$ cat config.mk
export PLATFORM = sky130hd
export DESIGN_NAME = ahb_master_itfc
export DESIGN_NICKNAME = d
export VERILOG_FILES = /design/src/rtl/ahb_pkg.sv /design/src/rtl/ahb_master_beat_ctr.sv /design/src/rtl/ahb_master_itfc.sv
export SDC_FILE = /design/constraint.sdc
export NUM_CORES = 1
export LEC_CHECK = 0
export CORE_UTILIZATION = 39
export CTS_CLUSTER_SIZE = 10
export DETAILED_ROUTE_END_ITERATION = 6
export PLACE_DENSITY = 0.65
export SLEW_MARGIN = 0
export SYNTH_ARGS = -nofsm -noshare
export SYNTH_HDL_FRONTEND = slang
export SYNTH_HIERARCHICAL = 1
export SYNTH_SLANG_ARGS = --single-unit
$ cat constraint.sdc
create_clock -name Hclk -period 7.4 [get_ports Hclk]
set_input_delay 1.48 -clock Hclk [delete_from_list [all_inputs] [get_ports Hclk]]
set_output_delay 1.48 -clock Hclk [all_outputs]
set_load 0.05 [all_outputs]
$ cat src/rtl/ahb_pkg.sv
// Shared AHB-Lite encodings and the master interface state type.
package ahb_pkg;

  localparam logic [1:0] HTRANS_IDLE   = 2'b00;
  localparam logic [1:0] HTRANS_NONSEQ = 2'b10;
  localparam logic [1:0] HTRANS_SEQ    = 2'b11;

  localparam logic [2:0] HBURST_SINGLE = 3'b000;
  localparam logic [2:0] HBURST_INCR   = 3'b001;
  localparam logic [2:0] HBURST_INCR4  = 3'b011;

  localparam logic [2:0] HSIZE_WORD    = 3'b010;

  localparam logic [1:0] HRESP_OKAY    = 2'b00;
  localparam logic [1:0] HRESP_ERROR   = 2'b01;

  typedef enum logic [1:0] {
    AHBM_IDLE = 2'd0,
    AHBM_ADDR = 2'd1,
    AHBM_LAST = 2'd2,
    AHBM_DONE = 2'd3
  } ahbm_state_e;

endpackage

$ cat src/rtl/ahb_master_beat_ctr.sv
// Beat bookkeeping for the AHB master: address/data phase counters,
// the address of the next beat and last-beat flags.
module ahb_master_beat_ctr
  import ahb_pkg::*;
#(
  parameter int unsigned MAX_BEATS = 4,
  parameter int unsigned CW        = $clog2(MAX_BEATS + 1)
) (
  input  logic          Hclk,
  input  logic          Hresetn,
  input  logic          start,
  input  logic [31:0]   start_addr,
  input  logic [CW-1:0] start_len,
  input  logic          addr_adv,
  input  logic          data_adv,
  output logic [CW-1:0] addr_cnt,
  output logic [CW-1:0] data_cnt,
  output logic [31:0]   next_addr_c,
  output logic          addr_last_c,
  output logic          data_last_c
);

  logic [CW-1:0] addr_cnt_q, addr_cnt_d;
  logic [CW-1:0] data_cnt_q, data_cnt_d;
  logic [CW-1:0] len_q, len_d;
  logic [31:0]   base_q, base_d;

  always_comb begin
    addr_cnt_d = addr_cnt_q;
    data_cnt_d = data_cnt_q;
    len_d      = len_q;
    base_d     = base_q;
    if (start) begin
      addr_cnt_d = '0;
      data_cnt_d = '0;
      len_d      = start_len;
      base_d     = start_addr;
    end else begin
      if (addr_adv) addr_cnt_d = addr_cnt_q + CW'(1);
      if (data_adv) data_cnt_d = data_cnt_q + CW'(1);
    end
  end

  always_ff @(posedge Hclk or negedge Hresetn) begin
    if (!Hresetn) begin
      addr_cnt_q <= '0;
      data_cnt_q <= '0;
      len_q      <= '0;
      base_q     <= '0;
    end else begin
      addr_cnt_q <= addr_cnt_d;
      data_cnt_q <= data_cnt_d;
      len_q      <= len_d;
      base_q     <= base_d;
    end
  end

  // Wraps at 32 bits; no 1KB boundary handling.
  assign next_addr_c = 32'(base_q + ((32'(addr_cnt_q) + 32'd1) << 2));
  assign addr_last_c = (addr_cnt_q == (len_q - CW'(1)));
  assign data_last_c = (data_cnt_q == (len_q - CW'(1)));
  assign addr_cnt    = addr_cnt_q;
  assign data_cnt    = data_cnt_q;

endmodule

$ cat src/rtl/ahb_master_itfc.sv
// AHB-Lite initiator: turns one local command (single or INCR burst) into
// pipelined AHB phases. Define AHBM_ERR_ABORT_EN to abort bursts on ERROR.
module ahb_master_itfc
  import ahb_pkg::*;
#(
  parameter int unsigned MAX_BEATS = 4,
  parameter int unsigned DW        = 32
) (
  input  logic                    Hclk,
  input  logic                    Hresetn,
  input  logic                    cmd_valid,
  output logic                    cmd_ready,
  input  logic                    cmd_write,
  input  logic [31:0]             cmd_addr,
  input  logic [2:0]              cmd_len,
  input  logic [MAX_BEATS*DW-1:0] cmd_wdata,
  output logic                    rsp_valid,
  output logic [MAX_BEATS*DW-1:0] rsp_rdata,
  output logic                    rsp_err,
  output logic [31:0]             Haddr,
  output logic [1:0]              Htrans,
  output logic                    Hwrite,
  output logic [2:0]              Hsize,
  output logic [2:0]              Hburst,
  output logic [DW-1:0]           Hwdata,
  input  logic                    Hreadyout,
  input  logic [1:0]              Hresp,
  input  logic [DW-1:0]           Hrdata
);

  localparam int unsigned CW = $clog2(MAX_BEATS + 1);
  localparam int unsigned IW = $clog2(MAX_BEATS);
`ifdef AHBM_ERR_ABORT_EN
  localparam bit ERR_EN = 1'b1;
`else
  localparam bit ERR_EN = 1'b0;
`endif

  ahbm_state_e state_q, state_d;
  logic [1:0]  htrans_q, htrans_d;
  logic [31:0] haddr_q, haddr_d;
  logic        hwrite_q, hwrite_d;
  logic [2:0]  hburst_q, hburst_d;
  logic [DW-1:0] hwdata_q, hwdata_d;
  logic [MAX_BEATS-1:0][DW-1:0] wbuf_q, wbuf_d;
  logic [MAX_BEATS-1:0][DW-1:0] rdata_q, rdata_d;
  logic        rsp_valid_q, rsp_valid_d;
  logic        rsp_err_q, rsp_err_d;
  logic        cmd_ready_q, cmd_ready_d;

  logic [CW-1:0] len_eff_c;
  logic [31:0]   start_addr_c;
  logic          accept_c, addr_adv_c, dphase_c, data_adv_c, err_c;
  logic [CW-1:0] addr_cnt, data_cnt;
  logic [31:0]   next_addr_c;
  logic          addr_last_c, data_last_c;

  // Length 0 means one beat; oversize requests clamp to MAX_BEATS.
  always_comb begin
    if (cmd_len == 3'd0)                len_eff_c = CW'(1);
    else if (32'(cmd_len) > MAX_BEATS)  len_eff_c = CW'(MAX_BEATS);
    else                                len_eff_c = CW'(cmd_len);
  end

  assign start_addr_c = cmd_addr & 32'hFFFF_FFFC;
  assign accept_c     = cmd_valid && cmd_ready_q;
  assign addr_adv_c   = (state_q == AHBM_ADDR) && Hreadyout;
  assign dphase_c     = ((state_q == AHBM_ADDR) && (addr_cnt != '0)) || (state_q == AHBM_LAST);
  assign data_adv_c   = dphase_c && Hreadyout;
  assign err_c        = ERR_EN && data_adv_c && (Hresp == HRESP_ERROR);

  ahb_master_beat_ctr #(.MAX_BEATS(MAX_BEATS), .CW(CW)) u_beat_ctr (
    .Hclk        (Hclk),
    .Hresetn     (Hresetn),
    .start       (accept_c),
    .start_addr  (start_addr_c),
    .start_len   (len_eff_c),
    .addr_adv    (addr_adv_c),
    .data_adv    (data_adv_c),
    .addr_cnt    (addr_cnt),
    .data_cnt    (data_cnt),
    .next_addr_c (next_addr_c),
    .addr_last_c (addr_last_c),
    .data_last_c (data_last_c)
  );

  always_comb begin
    state_d     = state_q;
    htrans_d    = htrans_q;
    haddr_d     = haddr_q;
    hwrite_d    = hwrite_q;
    hburst_d    = hburst_q;
    hwdata_d    = hwdata_q;
    wbuf_d      = wbuf_q;
    rdata_d     = rdata_q;
    rsp_valid_d = 1'b0;
    rsp_err_d   = 1'b0;
    cmd_ready_d = cmd_ready_q;

    if (data_adv_c && !hwrite_q) rdata_d[IW'(data_cnt)] = Hrdata;

    case (state_q)
      AHBM_IDLE: begin
        if (accept_c) begin
          state_d     = AHBM_ADDR;
          cmd_ready_d = 1'b0;
          htrans_d    = HTRANS_NONSEQ;
          haddr_d     = start_addr_c;
          hwrite_d    = cmd_write;
          wbuf_d      = cmd_wdata;
          if (len_eff_c == CW'(1))            hburst_d = HBURST_SINGLE;
          else if (32'(len_eff_c) == 32'd4)   hburst_d = HBURST_INCR4;
          else                                hburst_d = HBURST_INCR;
        end
      end
      AHBM_ADDR: begin
        // Write data follows its address phase by one cycle.
        if (addr_adv_c) begin
          hwdata_d = wbuf_q[IW'(addr_cnt)];
          if (addr_last_c) begin
            state_d  = AHBM_LAST;
            htrans_d = HTRANS_IDLE;
          end else begin
            htrans_d = HTRANS_SEQ;
            haddr_d  = next_addr_c;
          end
        end
        if (err_c) begin
          state_d     = AHBM_DONE;
          htrans_d    = HTRANS_IDLE;
          rsp_valid_d = 1'b1;
          rsp_err_d   = 1'b1;
        end
      end
      AHBM_LAST: begin
        if (data_adv_c && data_last_c) begin
          state_d     = AHBM_DONE;
          rsp_valid_d = 1'b1;
          rsp_err_d   = err_c;
        end
      end
      AHBM_DONE: begin
        state_d     = AHBM_IDLE;
        cmd_ready_d = 1'b1;
      end
      default: state_d = AHBM_IDLE;
    endcase
  end

  always_ff @(posedge Hclk or negedge Hresetn) begin
    if (!Hresetn) begin
      state_q     <= AHBM_IDLE;
      htrans_q    <= HTRANS_IDLE;
      haddr_q     <= '0;
      hwrite_q    <= 1'b0;
      hburst_q    <= HBURST_SINGLE;
      hwdata_q    <= '0;
      wbuf_q      <= '0;
      rdata_q     <= '0;
      rsp_valid_q <= 1'b0;
      rsp_err_q   <= 1'b0;
      cmd_ready_q <= 1'b1;
    end else begin
      state_q     <= state_d;
      htrans_q    <= htrans_d;
      haddr_q     <= haddr_d;
      hwrite_q    <= hwrite_d;
      hburst_q    <= hburst_d;
      hwdata_q    <= hwdata_d;
      wbuf_q      <= wbuf_d;
      rdata_q     <= rdata_d;
      rsp_valid_q <= rsp_valid_d;
      rsp_err_q   <= rsp_err_d;
      cmd_ready_q <= cmd_ready_d;
    end
  end

  assign cmd_ready = cmd_ready_q;
  assign rsp_valid = rsp_valid_q;
  assign rsp_err   = rsp_err_q;
  assign rsp_rdata = rdata_q;
  assign Haddr     = haddr_q;
  assign Htrans    = htrans_q;
  assign Hwrite    = hwrite_q;
  assign Hsize     = HSIZE_WORD;
  assign Hburst    = hburst_q;
  assign Hwdata    = hwdata_q;

endmodule

== Word level (Yosys, flattened, before mapping) ==
Index checks and enable logic that the tools add are counted.

* Flip-flop bits (word level): 369
* Bits in latches: 0
* Memory bits (writable): 0
* Bits in read-only memories: 0
* Input bits: 202
* Output and inout port bits: 204
* Logic and storage cells: 93
* Memories: 0

* Add/sub/neg operators: 5
* Multipliers: 0
* Divide/modulo/power cells: 0
* $lt $le $gt $ge: 4
* Equal/unequal tests: 12
* Shift-type cells: 0
* Mux-type cells: 30
* Bitwise gates (word level): 0
* Reductions and logical operators: 22

{| class="wikitable"
|+ Operator list
! operator !! count
|-
| 2-to-1 mux 32 bit || 5
|-
| bitwise mux 128 bit || 1
|-
| binary-select mux 32 bit (select 2 bit) || 1
|-
| demux 32 bit (select 2 bit) || 1
|-
| one-hot mux 32 bit (2 select lines) || 1
|-
| adder 32 bit || 1
|-
| 2-to-1 mux 2 bit || 9
|-
| 2-to-1 mux 3 bit || 6
|-
| != test 2 bit (second input constant) || 4
|-
| one-hot mux 2 bit (4 select lines) || 1
|-
| AND reduction 4 bit || 2
|-
| nonzero test 2 bit || 4
|-
| logical AND 1 bit || 7
|-
| adder 3 x 1 -> 3 bit (second input constant) || 2
|-
| == test 3 bit || 2
|-
| less-than comparator 2 x 3 -> 1 bit (second input constant) || 2
|-
| AND reduction 2 bit || 3
|-
| adder 3 x 1 -> 4 bit (second input constant) || 1
|-
| == test 2 bit (second input constant) || 2
|-
| one-hot mux 2 bit (2 select lines) || 1
|-
| == test 3 x 1 -> 1 bit (second input constant) || 1
|-
| == test 3 bit (second input constant) || 1
|-
| > comparator 3 bit (second input constant) || 1
|-
| logical NOT 3 bit || 1
|-
| 11 further kinds || 13
|}

== Logic depth before layout (Yosys ltp) ==
Gate-level depths: netlist (run 1).

* Depth in word-level cells: 7
* Mapped depth: 10
* Depth with buffers taken out: 9

== Modules after synthesis ==
Netlist (run 1), hierarchy kept.

{| class="wikitable"
|+ By module, submodules not included
! module !! times used !! cells an instance !! area an instance (um^2) !! seq. area each (um^2)
|-
| ahb_master_itfc || 1 || 821 || 14134.8 || 8234.1
|-
| ahb_master_beat_ctr || 1 || 216 || 2396.0 || 1026.0
|}

== Least setup slack after synthesis (run 1) ==
Ideal clock, no wire load.

* Path kind: in2reg
* Start point: in Hreadyout
* End point: reg rdata_q, in the netlist rsp_rdata[10]
* Library setup time: 0.125 ns
* Data arrival time: 2.765 ns
* Data required time: 7.275 ns
* Setup slack: 4.510 ns
* Stages on the path: 5
* Path buffers: 2
* Cells stage by stage: clkbuf_2 nand2b_2 nor4b_4 buf_6 mux2_4

* Cells in the longest elaborated chain, start to end: 2

{| class="wikitable"
|+ Ends and longest elaborated chain
! item !! line !! source
|-
| start: declaration || ahb_master_itfc.sv:26 || <nowiki>input logic Hreadyout,</nowiki>
|-
| logical AND 1 bit || ahb_master_itfc.sv:69 || <nowiki>assign data_adv_c = dphase_c && Hreadyout;</nowiki>
|-
| logical AND 1 bit || ahb_master_itfc.sv:100 || <nowiki>if (data_adv_c && !hwrite_q) rdata_d[IW'(data_cnt)] = Hrdata;</nowiki>
|-
| end signal: assignment || ahb_master_itfc.sv:171 || <nowiki>rdata_q <= rdata_d;</nowiki>
|-
| end: declaration || ahb_master_itfc.sv:46 || <nowiki>logic [MAX_BEATS-1:0][DW-1:0] rdata_q, rdata_d;</nowiki>
|}

Every way passes these cells.
A chain may end at the register's enable or synchronous reset.

== Worst setup path in the final report (run 1) ==
* Start point: reg u_beat_ctr.addr_cnt_q[0], in the netlist u_beat_ctr/addr_cnt[0]
* End point: reg haddr_q[31], in the netlist Haddr[31]

* Cells in the longest elaborated chain, start to end: 5
* Elaborated cells on any way between the ends: 8
* Classes of those cells: 2 x add/sub; 2 x eq/ne; 3 x mux; 1 x reduce/logical

{| class="wikitable"
|+ Ends and longest elaborated chain
! item !! line !! source
|-
| start: declaration || ahb_master_beat_ctr.sv:23 || <nowiki>logic [CW-1:0] addr_cnt_q, addr_cnt_d;</nowiki>
|-
| start signal: assignment || ahb_master_beat_ctr.sv:51 || <nowiki>addr_cnt_q <= addr_cnt_d;</nowiki>
|-
| adder 3 x 1 -> 4 bit || ahb_master_beat_ctr.sv:59 || <nowiki>assign next_addr_c = 32'(base_q + ((32'(addr_cnt_q) + 32'd1) << 2));</nowiki>
|-
| adder 32 bit || ahb_master_beat_ctr.sv:59 ||
|-
| named net next_addr_c[31] || ahb_master_itfc.sv:55 || <nowiki>logic [31:0] next_addr_c;</nowiki>
|-
| 2-to-1 mux 32 bit || ahb_master_itfc.sv:120 || <nowiki>if (addr_last_c) begin</nowiki>
|-
| 2-to-1 mux 32 bit || ahb_master_itfc.sv:118 || <nowiki>if (addr_adv_c) begin</nowiki>
|-
| one-hot mux 32 bit (2 select lines) || ahb_master_itfc.sv:102 || <nowiki>case (state_q)</nowiki>
|-
| end signal: assignment || ahb_master_itfc.sv:166 || <nowiki>haddr_q <= haddr_d;</nowiki>
|-
| end: declaration || ahb_master_itfc.sv:41 || <nowiki>logic [31:0] haddr_q, haddr_d;</nowiki>
|}

The timed path passes the listed nets, and every way through them passes these cells. The select of a mux whose other input is x is not followed.

==> results_tabular.tex, run 1 <==
\begin{tabular}{lr}
\hline
Metric & Value \\
\hline
\multicolumn{2}{l}{\textbf{Die}} \\
\quad Die width & between 200 and 250 microns \\
\quad Die height & just over 200 microns \\
\quad Full die area & $\sim$43000 sq um \\
\quad Core region area & about 42000 sq um \\
\quad Standard-cell rows & 75 \\
\quad Count of boundary I/O pins & between 400 and 500 \\
\quad Effective utilization at floorplan & between 30\% and 40\% \\
\multicolumn{2}{l}{\textbf{Finish}} \\
\quad Area growth from synthesis to final layout & 33.97\% \\
\quad Fill cell instance count of the final layout & between 3000 and 4000 \\
\quad Post-layout instance area & about 22000 sq um \\
\quad Share of layout cells above drive strength 1 & between 30\% and 40\% \\
\quad Leading cell type in the layout, fill and taps excluded & clkdlybuf4s50\_1 \\
\quad Commonest cells after routing, fill and taps aside & clkdlybuf4s50\_1 (395), dfrtp\_1 (367), mux2\_2 (260) \\
\quad Total Nets Final & approximately 1600 \\
\quad Core utilization of the finished layout & a little over half \\
\quad Post-route insts no fill & roughly 2000 \\
\multicolumn{2}{l}{\textbf{Synthesis}} \\
\quad Netlist cell types & 54 \\
\quad Ys flop type & dfrtp\_1 \\
\quad Seq cells post-synth & 370 \\
\quad Average footprint of a synthesized cell & $\sim$16 sq um \\
\quad Number of flops mapped to enable cells by yosys & 0 \\
\quad Post-synthesis instance area & roughly 17000 sq um \\
\quad Number of warnings printed during yosys synthesis & 6 \\
\quad FFs w/ async S/R, synth & 100.0\% \\
\quad Proportion of synthesized chip area in sequential cells & 56.02\% \\
\quad Number of standard cells after synthesis & between 1000 and 1500 \\
\multicolumn{2}{l}{\textbf{Pwr}} \\
\quad Part of the total power dissipated in sequential elements & between 30 and 40\% \\
\quad Sw Ratio & roughly two fifths \\
\quad Net Sw Power & about 4.4 mW \\
\quad Clock share of power & approximately 17\% \\
\quad Peak VDD IR & 0.2713 mV \\
\quad Power density over the cells & approximately 500 nW/um\^{}2 \\
\quad Internal power of the cells & 6.646 mW \\
\quad Part of the power in combinational logic & about half \\
\quad Leakage Power & between 9 and 10 nW \\
\multicolumn{2}{l}{\textbf{GRT}} \\
\quad Residual overflow from global routing & 0 \\
\quad Overall track demand over capacity in global routing & a little under a fifth \\
\quad Wire length of the first global-routing pass & 63120 microns \\
\quad GRT met2 Usage & between 20\% and 30\% \\
\quad Met3 Usage GRT & approximately 7\% \\
\quad Number of antenna violations at the first check in global routing & 5 \\
\quad Pin count of the biggest net entering global routing & 157 \\
\quad Routing layer with the top usage in global route & met2 \\
\quad Global routing usage on met1 & between 20\% and 30\% \\
\quad Vias in the first global route & 10756 \\
\multicolumn{2}{l}{\textbf{Setup path}} \\
\quad Launching instance or port of the critical path & u\_beat\_ctr/addr\_cnt[0]\$\_DFFE\_PN0P\_ \\
\quad Critical path launch point type & flop \\
\quad Worst reg2reg endpoint & Haddr[31]\$\_DFFE\_PN0P\_ \\
\quad Kind of end point of the critical path & flop \\
\quad Critical Setup Path Class & flop to flop \\
\quad Required time at the endpoint of the critical path & 7830 ps \\
\quad R2R depth & 10 \\
\quad Maximum net fanout on the critical path & 39 \\
\quad Start of the worst register-to-register path & u\_beat\_ctr/addr\_cnt[0]\$\_DFFE\_PN0P\_ \\
\quad Setup slack on the worst flop-to-flop path & 3640 ps \\
\quad Arrival @ worst endpoint & 4200 ps \\
\multicolumn{2}{l}{\textbf{STA}} \\
\quad Slew @ Worst Pin & around 1100 ps \\
\quad Worst Setup Slack, final & 3638 ps \\
\quad RSZ-0062 raised after global routing & false \\
\quad Setup Skew & 13.63 ps \\
\quad Total Neg Setup Slack & 0 ps \\
\quad Number of max-slew violations in the final report & 0 \\
\quad Final hold violation count & 0 \\
\quad Part of the cycle the worst path needs & about half \\
\quad Highest clock frequency the design can meet & between 200 and 300 MHz \\
\quad Shortest clock period the worst path allows after layout & between 3000 and 4000 ps \\
\quad Slew margin rel. & 27.09\% \\
\quad Setup-violating endpoint count in the final report & 0 \\
\multicolumn{2}{l}{\textbf{Min path}} \\
\quad Min-Delay Endpoint & Haddr[24]\$\_DFFE\_PN0P\_ \\
\quad Min-Delay Startpoint & Haddr[24]\$\_DFFE\_PN0P\_ \\
\quad Hold Path Class & flop to flop \\
\quad Number of stages on the worst hold path & 1 \\
\multicolumn{2}{l}{\textbf{Route}} \\
\quad Total DRC errors in the routed layout & 0 \\
\quad Number of routed nets with antenna violations & 0 \\
\quad Aggregate routed wire length & approximately 40000 microns \\
\quad Routed via count divided by cell count & roughly 5 \\
\quad Vias after detailed routing & around 10000 \\
\quad Detailed-router iteration count before antenna repair & 4 \\
\quad Average wire length per cell after detail routing & roughly 20 microns \\
\quad DR iter-0 viols & 430 \\
\multicolumn{2}{l}{\textbf{Clock network}} \\
\quad Hold-fix buffers, CTS & 0 \\
\quad H-tree Lvls & 2 \\
\quad Clock-pin slew on the worst setup and hold paths & 60 ps \\
\quad TritonCTS Sinks & 370 \\
\quad Clock insertion delay at the later pin of the skew report & around 550 ps \\
\quad Clock buffer count from CTS & 44 \\
\quad Total setup buffers inserted after CTS & 0 \\
\quad Resized Gates After CTS & 0 \\
\quad CTS tree & yes \\
\quad Clock tree root buffer cell & clkbuf\_16 \\
\quad Bufs on Longest Clock Path & 3 \\
\multicolumn{2}{l}{\textbf{Placed design}} \\
\quad Worst Setup Slack post-DPL & between 3000 and 4000 ps \\
\quad Detail Placement HPWL & around 27000 microns \\
\quad Placer's final routability congestion estimate & 0.7632 \\
\quad Number of input and output port buffers inserted & just under 400 \\
\quad Post-Place Cell Area & around 21000 sq um \\
\quad Number of placed instances, taps included & $\sim$1900 \\
\multicolumn{2}{l}{\textbf{Job}} \\
\quad Max-cap violations & 0 \\
\multicolumn{2}{l}{\textbf{Status}} \\
\quad Outcome & complete, no violations \\
\hline
\end{tabular}
## critical path: stages, from the launching register on
cell and delay [ps]:
dfrtp_2 340, buf_4 640, ha_1 310, xor2_1 110
ha_1 330, a21oi_1 90, o21ai_1 800, nor4b_2 410
xnor2_1 110, mux2_2 260, mux2_2 260
## cell families (layout without fill, tap and decap cells)
logic type / after synthesis / in the layout / share of synthesized area, %
multiplexers: 416 / 416 / 33.23
flip-flops: 370 / 370 / 56.02
AND/OR/NAND/NOR: 92 / 92 / 3.671
buffers and inverters: 76 / 486 / 2.672
XOR/XNOR: 40 / 40 / 2.119
AO/OA/AOI/OAI: 27 / 27 / 1.143
adder cells (fa/ha/maj): 14 / 14 / 1.105
other: 2 / 9 / 0.04543
## cell type report
type	count	area [sq um]	share of cell area, %
Timing Repair Buffer	408	4071	18.38
Clock buffer	65	1211	5.469
Sequential cell	370	9263	41.82
Tap cell	539	674.4	3.045
Inverter	13	48.80	0.2203
Multi-Input combinational cell	596	6873	31.03
Antenna cell	2	5.005	0.02260
## worst max-delay path by stage
stage / cells past startpoint / to / slack (ps)
4_1_cts: 10 / Haddr[31]$_DFFE_PN0P_ / 3540
5_1_grt: 10 / Haddr[31]$_DFFE_PN0P_ / 3260
6_report: 10 / Haddr[31]$_DFFE_PN0P_ / 3640
3_5_place_dp: 4 / wbuf_q[76]$_DFFE_PN0P_ / 3300
3_3_place_gp: 4 / wbuf_q[102]$_DFFE_PN0P_ / 3310
2_1_floorplan: 5 / rsp_rdata[10]$_DFFE_PN0P_ / 4510
## metrics by stage
| stage | hold slack, ps | power (mW) |
|---|---|---|
| finish | 483.4 | 11.04 |
| global route | 510.2 | 11.62 |
| CTS | 488.1 | 11.18 |
| detailed placement | 481.0 | 9.211 |
| global placement | 460.2 | 9.106 |
| floorplan | 473.9 | 7.497 |
## synthesized netlist by cell type, drive strengths merged, types with 5 or more instances
cell type	n	area, sq um
mux2	382	4752
dfrtp	369	9234
buf	47	331.6
mux4	32	720.7
xnor2	25	219.0
nand2	20	75.07
clkbuf	16	61.30
nor2	15	58.81
xor2	15	131.4
ha	13	162.7
inv	13	48.80
nand3	12	60.06
nor3	7	35.03
o21ai	7	35.03
nand4	6	37.54
a21oi	5	28.78
nor4b	5	83.83
## flip-flops by register name, summed over array words and instances, names as in the netlist
register,flops
u_beat_ctr/base_q,32
state_q,2
rsp_valid,1
cmd_ready,1
Hburst,2
rsp_rdata,128
Haddr,32
Hwdata,32
wbuf_q,128
u_beat_ctr/addr_cnt,3
Htrans,2
u_beat_ctr/len_q,3
Hwrite,1
u_beat_ctr/data_cnt,3
## metal layers
| layer | vias up | part of all wire (%) |
|---|---|---|
| li1 | 4506 | - |
| met1 | 5083 | 43 |
| met2 | 339 | 46 |
| met3 | 64 | 8.8 |
| met4 | 6 | 2.3 |
| met5 | - | 0.11 |
## power groups by stage
stage	Combinational (mW)	Sequential, mW	Clock (mW)
after global routing	5.87	3.70	2.05
after detailed placement	5.61	3.60	0
final	5.57	3.57	1.90
after floorplan	2.32	5.18	0
after global placement	5.55	3.56	0
after CTS	5.63	3.58	1.97
Power figures use the tool's default switching activity.
==> run 2: changes to the inputs <==
==> constraint.sdc (replaced) <==
create_clock -name Hclk -period 3.8 [get_ports Hclk]
set_input_delay 0.76 -clock Hclk [delete_from_list [all_inputs] [get_ports Hclk]]
set_output_delay 0.76 -clock Hclk [all_outputs]
set_load 0.05 [all_outputs]
==> results_tabular.tex, run 2 (synthesized netlist as in run 1, its figures left out) <==
\begin{tabular}{lr}
\hline
Metric & Value \\
\hline
\multicolumn{2}{l}{\textbf{Status}} \\
\quad Outcome & complete, no violations \\
\multicolumn{2}{l}{\textbf{Clock network}} \\
\quad H-tree Lvls & 2 (unchanged) \\
\quad Clock buffer count from CTS & 44 (unchanged) \\
\quad Clock tree root buffer cell & clkbuf\_16 \\
\quad Resized Gates After CTS & 0 (unchanged) \\
\quad Total setup buffers inserted after CTS & 0 (unchanged) \\
\quad Hold-fix buffers, CTS & 0 (unchanged) \\
\quad Bufs on Longest Clock Path & 3 (unchanged) \\
\quad Clock-pin slew on the worst setup and hold paths & 60 ps (about the same) \\
\quad Clock insertion delay at the later pin of the skew report & 560 ps (about the same) \\
\quad TritonCTS Sinks & 370 (unchanged) \\
\quad CTS tree & yes \\
\multicolumn{2}{l}{\textbf{STA}} \\
\quad RSZ-0062 raised after global routing & false \\
\quad Slew margin rel. & 48.05\% (+21 points) \\
\quad Shortest clock period the worst path allows after layout & 3169 ps (-592.8 ps) \\
\quad Highest clock frequency the design can meet & 315.6 MHz (+19\%) \\
\quad Setup-violating endpoint count in the final report & 0 (unchanged) \\
\quad Slew @ Worst Pin & 779.2 ps (-314.4 ps) \\
\quad Final hold violation count & 0 (unchanged) \\
\quad Setup Skew & 24.72 ps (+11.09 ps) \\
\quad Total Neg Setup Slack & 0 ps (unchanged) \\
\quad Number of max-slew violations in the final report & 0 (unchanged) \\
\quad Part of the cycle the worst path needs & 83.39\% (+33 points) \\
\multicolumn{2}{l}{\textbf{GRT}} \\
\quad Residual overflow from global routing & 0 (unchanged) \\
\quad Overall track demand over capacity in global routing & 18.88\% (+0.19 points) \\
\quad Vias in the first global route & 10750 (-0.056\%) \\
\quad Number of antenna violations at the first check in global routing & 5 (unchanged) \\
\quad Wire length of the first global-routing pass & 63620 microns (+0.80\%) \\
\quad Pin count of the biggest net entering global routing & 91 (-42\%) \\
\multicolumn{2}{l}{\textbf{Min path}} \\
\quad Hold Path Class & input pin to asynchronous set/reset pin \\
\multicolumn{2}{l}{\textbf{Finish}} \\
\quad Core utilization of the finished layout & 53.48\% (+0.56 points) \\
\quad Total Nets Final & 1659 (+0.61\%) \\
\quad Area growth from synthesis to final layout & 35.39\% \\
\quad Commonest cells after routing, fill and taps aside & clkdlybuf4s50\_1 (395), dfrtp\_1 (367), mux2\_2 (260) \\
\quad Leading cell type in the layout, fill and taps excluded & clkdlybuf4s50\_1 \\
\quad Share of layout cells above drive strength 1 & 34.96\% (+1.1 points) \\
\quad Post-route insts no fill & 1998 (+0.25\%) \\
\multicolumn{2}{l}{\textbf{Die}} \\
\quad Effective utilization at floorplan & 39.50\% (unchanged) \\
\quad Count of boundary I/O pins & 406 (unchanged) \\
\quad Die height & 207.9 microns (unchanged) \\
\quad Standard-cell rows & 75 (unchanged) \\
\quad Die width & 207.9 microns (unchanged) \\
\quad Full die area & 43210 sq um (unchanged) \\
\quad Core region area & 41850 sq um (unchanged) \\
\multicolumn{2}{l}{\textbf{Pwr}} \\
\quad Sw Ratio & 39.75\% (-0.073 points) \\
\quad Internal power of the cells & 13.01 mW (+96\%) \\
\quad Net Sw Power & 8.586 mW (+95\%) \\
\quad Part of the power in combinational logic & 50.4\% (about the same) \\
\quad Clock share of power & 17.3\% (about the same) \\
\quad Part of the total power dissipated in sequential elements & 32.3\% (about the same) \\
\quad Peak VDD IR & 0.4064 mV (+50\%) \\
\quad Power density over the cells & 965.1 nW/um\^{}2 (+94\%) \\
\quad Leakage Power & 9.393 nW (+1.3\%) \\
\multicolumn{2}{l}{\textbf{Setup path}} \\
\quad Maximum net fanout on the critical path & 8 (-79\%) \\
\quad Start of the worst register-to-register path & u\_beat\_ctr/addr\_cnt[0]\$\_DFFE\_PN0P\_ \\
\quad Launching instance or port of the critical path & u\_beat\_ctr/addr\_cnt[0]\$\_DFFE\_PN0P\_ \\
\quad Required time at the endpoint of the critical path & 4230 ps (-3600 ps) \\
\quad Critical path launch point type & flop \\
\quad Critical Setup Path Class & flop to flop \\
\quad Kind of end point of the critical path & flop \\
\quad Arrival @ worst endpoint & 3600 ps (-600 ps) \\
\multicolumn{2}{l}{\textbf{Route}} \\
\quad Aggregate routed wire length & 40110 microns (+0.63\%) \\
\quad Number of routed nets with antenna violations & 0 (unchanged) \\
\quad Routed via count divided by cell count & 4.988 (-0.56\%) \\
\quad Total DRC errors in the routed layout & 0 (unchanged) \\
\quad Average wire length per cell after detail routing & 20.07 microns (+0.38\%) \\
\quad Vias after detailed routing & 9967 (-0.31\%) \\
\quad Detailed-router iteration count before antenna repair & 4 (unchanged) \\
\quad DR iter-0 viols & 356 (-17\%) \\
\multicolumn{2}{l}{\textbf{Placed design}} \\
\quad Detail Placement HPWL & 27420 microns (+3.0\%) \\
\quad Placer's final routability congestion estimate & 0.7768 (+1.8\%) \\
\quad Number of placed instances, taps included & 1936 (+0.52\%) \\
\quad Number of input and output port buffers inserted & 396 (unchanged) \\
\multicolumn{2}{l}{\textbf{Job}} \\
\quad Max-cap violations & 0 (unchanged) \\
\hline
\end{tabular}
==> run 2: final cells by class <==
type	instances	area [sq um]
clock inverter	4	27.53
inverter	13	48.80
tap	539	674.4
sequential	370	9263
multi-input combinational	596	6873
timing repair buffer	418	4284
antenna	3	7.507
clock buffer	55	1204
fill	3459	19470
==> run 2: metrics by stage <==
stage / cell area, sq um / power (mW) / hold slack [ps] / setup slack, ps
6_report: 22380 / 21.60 / 208.0 / 631.1
5_1_grt: 22380 / 22.73 / 258.3 / 407.1
4_1_cts: 22370 / 21.89 / 244.0 / 675.7
3_5_place_dp: 21140 / 18.01 / 473.6 / 693.6
3_3_place_gp: 21140 / 17.81 / 459.6 / 686.9
2_1_floorplan: 16550 / 14.60 / 464.4 / 1128
==> run 2: final timing paths <==
check                                                 end  depth (start not counted)  slack, ps
worst min register to register      Haddr[24]$_DFFE_PN0P_                          1        490
max in group asynchronous       rsp_rdata[28]$_DFFE_PN0P_                          2       2700
min in group Hclk                   Haddr[24]$_DFFE_PN0P_                          1        490
worst min-delay path               wbuf_q[29]$_DFFE_PN0P_                          1        210
worst max register to register      Haddr[21]$_DFFE_PN0P_                         10        630
worst max-delay path                Haddr[21]$_DFFE_PN0P_                         10        630
==> run 2: metal layers <==
layer | vias to the layer above | share of wire, % | global-route usage (%)
met1 | 5098 | 43 | 23.99
met5 | - | 0.11 | 0
met2 | 292 | 47 | 29.96
met4 | 6 | 1.9 | 5.517
met3 | 54 | 8.6 | 7.156
li1 | 4517 | - | -
==> run 2: worst max-delay path, cell delays in order, from the launching register on <==
cell and delay [ps]:
dfrtp_2 460, ha_1 240, xor2_1 160, ha_1 330
a21oi_1 90, o21ai_1 600, buf_4 270, nor3b_1 250
xor2_1 100, mux2_2 270, mux2_2 260
==> run 2: power by group through the flow <==
stage | clock, mW | combinational [mW] | sequential [mW]
3_3_place_gp | 0 | 10.8 | 6.96
3_5_place_dp | 0 | 11.0 | 7.04
5_1_grt | 4.02 | 11.5 | 7.24
6_report | 3.74 | 10.9 | 6.99
2_1_floorplan | 0 | 4.52 | 10.1
4_1_cts | 3.89 | 11.0 | 7.00
==> RTL change 1, RTL diff (flow settings as in run 2) <==
`MAX_BEATS` is set to 4 in 2 places; all go to 2.
--- a/src/rtl/ahb_master_beat_ctr.sv
+++ b/src/rtl/ahb_master_beat_ctr.sv
@@ -3,7 +3,7 @@
 module ahb_master_beat_ctr
   import ahb_pkg::*;
 #(
-  parameter int unsigned MAX_BEATS = 4,
+  parameter int unsigned MAX_BEATS = 2,
   parameter int unsigned CW        = $clog2(MAX_BEATS + 1)
 ) (
   input  logic          Hclk,
--- a/src/rtl/ahb_master_itfc.sv
+++ b/src/rtl/ahb_master_itfc.sv
@@ -3,7 +3,7 @@
 module ahb_master_itfc
   import ahb_pkg::*;
 #(
-  parameter int unsigned MAX_BEATS = 4,
+  parameter int unsigned MAX_BEATS = 2,
   parameter int unsigned DW        = 32
 ) (
   input  logic                    Hclk,
Ports: changed (resized cmd_wdata and rsp_rdata); port bits go from 406 to 278. The function was not compared with the original's and may differ.
==> RTL change 1 against run 2 <==
The flow now finishes with violations (DRC). Final area is 36% lower. Power is 33% lower. Largest power group unchanged. Critical endpoint is now Haddr[20]. Setup slack better by 54 ps. Synthesized area is 36% lower. Routed wire length is 41% lower. Sequential cell count is 132 lower. Highest routed layer is now met4. Via count is 32% lower.
==> RTL change 1: results <==
{
  "ff2ff_setup_slack_ps": 690,
  "antennaDiodeCount": 0,
  "fillers": 2238,
  "yosys-top-cells-area": "dfrtp_1 (56%), mux2_2 (22%), mux2i_1 (3.1%)",
  "ys_top_cells_by_count": "dfrtp_1 (237), mux2_2 (205), nor2_1 (47)",
  "grt_pass1_vias": 6967,
  "dr.pass1.iters": 7,
  "wl_mm": 23.5,
  "maxSlewHeadroom_pct": 33.3,
  "syn_avg_cell_area_um2": 13.9,
  "gp_congestion": 0.755,
  "drt_iter0_drc": 267,
  "instances_no_fill": 1378,
  "leakagePower_nw": 5.93,
  "grt_antenna_before_repair": 0,
  "worst-path-max-fanout": 10,
  "num_vias": 6746,
  "vdd_drop_max_mv": 0.503,
  "cts.reportedPaths.clkPinSlew_ps": 50,
  "grt_usage_pct": 17.2,
  "status": "finished, violations left",
  "violations": "DRC",
  "dp_slack_ps": 699,
  "insertion_delay_ps": 530,
  "io_buffers": 266,
  "ys_seq_area_share_pct": 56.7,
  "nets": 1179,
  "cts_buffers": 29,
  "drive_above_1_share_pct": 26.2,
  "post-dp-hpwl_mm": 16.2,
  "skew_ps": 5.28,
  "place_inst": 1335,
  "drc": 24,
  "h-tree-depth": 1,
  "dpl-instance-area_um2": 13500,
  "grt_pass1_wl_mm": 38.2,
  "synth_warnings": 6,
  "arrival_ps": 3530,
  "min_period_ps": 3110,
  "cts_resized": 0,
  "grt_start_max_net_pins": 105,
  "power.switching_mw": 6.08,
  "synthFlopType": "dfrtp_1",
  "synth_cell_type_count": 47,
  "async_reset_ff_share_pct": 100
}
==> RTL change 1: changes by cell type after synthesis, moves of 11 or more <==
cell and change:
mux2_4 -120, mux2_1 +16, nor2_1 +33, mux2i_1 +31
dfrtp_1 -132, mux2_2 -55, a21oi_1 +32, mux4_2 -32
xor2_1 -11
==> RTL change 1: cells by family (layout without fill, tap and decap cells) <==
logic type	count (synthesis)	count (layout)	share of synthesized area [%]
flops	238	238	56.7
compound gates	58	58	3.87
buf+inv	56	334	3.30
xor+xnor	33	33	2.75
fa+ha+maj	10	10	1.26
mux	256	256	27.0
other cells	2	8	0.0714
simple gates	106	106	5.07
==> RTL change 1: power groups by stage <==
stage               Clock (mW)  Sequential, mW  Combinational, mW
finish                    2.50            4.61               7.45
global placement             0            4.61               7.44
CTS                       2.59            4.62               7.54
detailed placement           0            4.65               7.52
global route              2.68            4.80               7.90
floorplan                    0            7.00               2.89
==> RTL change 1: path summary, 6_finish.rpt <==
kind	to	cells past startpoint	startpoint
setup reg to reg	Haddr[20]	9	u_beat_ctr/addr_cnt[1]
min in group Hclk	Haddr[5]	1	Haddr[5]
hold / removal	rsp_rdata[9]	1	Hresetn
setup / recovery	Haddr[20]	9	u_beat_ctr/addr_cnt[1]
hold reg to reg	Haddr[5]	1	Haddr[5]
max in group asynchronous	Haddr[19]	2	Hresetn
==> RTL change 1: area by class of cell <==
type	count	area [µm²]	area share, %
repair buffers	279	2790	19.5
well taps	335	419	2.93
clock buffers	40	807	5.64
flip-flops and latches	238	5960	41.6
clock inverters	3	43.8	0.306
inverters	12	45.0	0.315
multi-input cells	471	4250	29.7
==> RTL change 1: metrics by stage <==
stage / hold WS, ps / utilization (%)
detailed placement: 473 / 51.2
CTS: 309 / 54.5
global route: 326 / 54.5
floorplan: 464 / -
finish: 262 / 54.5
global placement: 463 / 51.2
==> RTL change 1: per-layer routing <==
metal  vias to the layer above  global-route usage [%]  routed length [µm]
met1                      3337                    22.5               10300
met3                        31                    4.48                1600
met5                         -                       0                   0
li1                       3185                       -                   -
met2                       193                    28.1               11100
met4                         0                    4.88                 513
==> RTL change 1: worst max-delay path, stage by stage, from the launching register on <==
cell and delay (ps):
dfrtp_1 430, ha_1 340, inv_1 70, fa_1 430
nand2b_1 240, a211oi_4 570, nand3_1 200, xnor2_1 160
mux2_2 260, mux2_1 290
==> RTL change 2, RTL diff (flow settings as in run 2) <==
Made on the original files. The 4 states of `ahbm_state_e` get a one-hot encoding in 4 bits.
--- a/src/rtl/ahb_pkg.sv
+++ b/src/rtl/ahb_pkg.sv
@@ -14,11 +14,11 @@
   localparam logic [1:0] HRESP_OKAY    = 2'b00;
   localparam logic [1:0] HRESP_ERROR   = 2'b01;
 
-  typedef enum logic [1:0] {
-    AHBM_IDLE = 2'd0,
-    AHBM_ADDR = 2'd1,
-    AHBM_LAST = 2'd2,
-    AHBM_DONE = 2'd3
+  typedef enum logic [3:0] {
+    AHBM_IDLE = 4'b0001,
+    AHBM_ADDR = 4'b0010,
+    AHBM_LAST = 4'b0100,
+    AHBM_DONE = 4'b1000
   } ahbm_state_e;
 
 endpackage
Function: no difference found for any inputs over 4 cycles, from zero or initial values and one cycle with Hresetn low; so few cycles prove little.
==> RTL change 2 against run 2 <==
Setup slack better by 230 ps. Sequential cell count is 2 higher. Synthesized area is 4.0% lower. Global-route usage is 1.3 points higher. Sequential share of layout area is 1.7 points higher. Hold slack worse by 34 ps. Clock skew is 10 ps lower. Die area is 4.0% lower. Routed wire length is 2.9% higher. Synthesized cell count is 33% higher. Final area is 3.3% lower. Critical endpoint is now Haddr[31].
Power is not compared: it rests on default switching activity, and its combinational part moved more than twofold at a synthesized area within 25%.
==> RTL change 2: results <==
{
  "yosys-top-cells-area": "dfrtp_1 (58%), nand2_1 (11%), mux2_2 (11%)",
  "nets": 1981,
  "dpl-instance-area_um2": 20400,
  "wl_mm": 41.3,
  "status": "completed",
  "grt_use_met1_pct": 26.5,
  "hp-class": "input pin to async pin",
  "post-dp-hpwl_mm": 28.3,
  "p_clk_share_pct": 43.5,
  "h-tree-depth": 2,
  "num_vias": 11259,
  "startpoint": "u_beat_ctr/addr_cnt[1]",
  "cts.reportedPaths.clkPinSlew_ps": 60,
  "synth_fa_ha_area_share_pct": 0.757,
  "cts_resized": 0,
  "dr.pass1.iters": 4,
  "io_buffers": 396,
  "drive_above_1_share_pct": 16.0,
  "yosys-mux-area-fraction_pct": 18.2,
  "skew_ps": 14.6,
  "rr_worst_depth": 9,
  "ys_seq_area_share_pct": 58.7,
  "clock-root-buffer": "clkbuf_16",
  "synth-xor-area-share_pct": 2.21,
  "ys_top_cells_by_count": "nand2_1 (473), dfrtp_1 (370), mux2_2 (155)",
  "final_area_um2": 21600,
  "grt_start_max_net_pins": 104,
  "cp_slowest_stage_delay_ps": 770,
  "r2r_end": "Haddr[31]",
  "synth_compound_area_share_pct": 2.18,
  "synth_cell_type_count": 50,
  "fillers": 3462,
  "vdd_drop_max_mv": 0.241,
  "gp_congestion": 0.795,
  "pwr-share-comb_pct": 8.3,
  "met3_usage_pct": 3.93,
  "ff2ff_setup_slack_ps": 860,
  "insertion_delay_ps": 550,
  "tightest_slew_ps": 999,
  "drt_iter0_drc": 461,
  "clk-power_mw": 3.65,
  "grt_antenna_before_repair": 2,
  "worst-path-max-fanout": 13,
  "cp_top_family": "compound AO/OA/AOI/OAI gates",
  "cts_setup_buffers": 0,
  "slowest_stage": "o21ai_1",
  "cts_buffers": 43,
  "grt_pass1_wl_mm": 65.7,
  "grt_usage_pct": 20.2,
  "grt_pass1_vias": 11742,
  "grtUsageMet2_pct": 33.1,
  "synth_warnings": 6,
  "whs_ps": 174,
  "arrival_ps": 3410
}
-- RTL change 2: layout make-up --
cell class	instances	share of cell area (%)
multi-input cells	917	28.7
flip-flops and latches	372	43.0
well taps	525	3.04
repair buffers	424	19.5
inverters	12	0.208
clock buffers	57	5.41
clock inverters	2	0.116
diodes	1	0.0116
-- RTL change 2: stage by stage --
step,worst slack [ps],cells
final,862,2310
after global routing,584,2310
after CTS,823,2309
after detailed placement,821,2250
after global placement,845,2250
after floorplan,1480,1386
-- RTL change 2: cell families (layout without fill, tap and decap cells) --
logic type,Yosys count,in the layout
simple gates,581,581
flops,372,372
mux,225,225
buf+inv,97,495
compound gates,55,55
xor+xnor,40,40
fa+ha+maj,9,9
other cells,2,8
-- RTL change 2: layer usage --
layer	up-vias	part of all wire, %
met2	288	48
met3	71	5.4
met4	2	3.0
met5	-	0.036
met1	5544	44
li1	5354	-
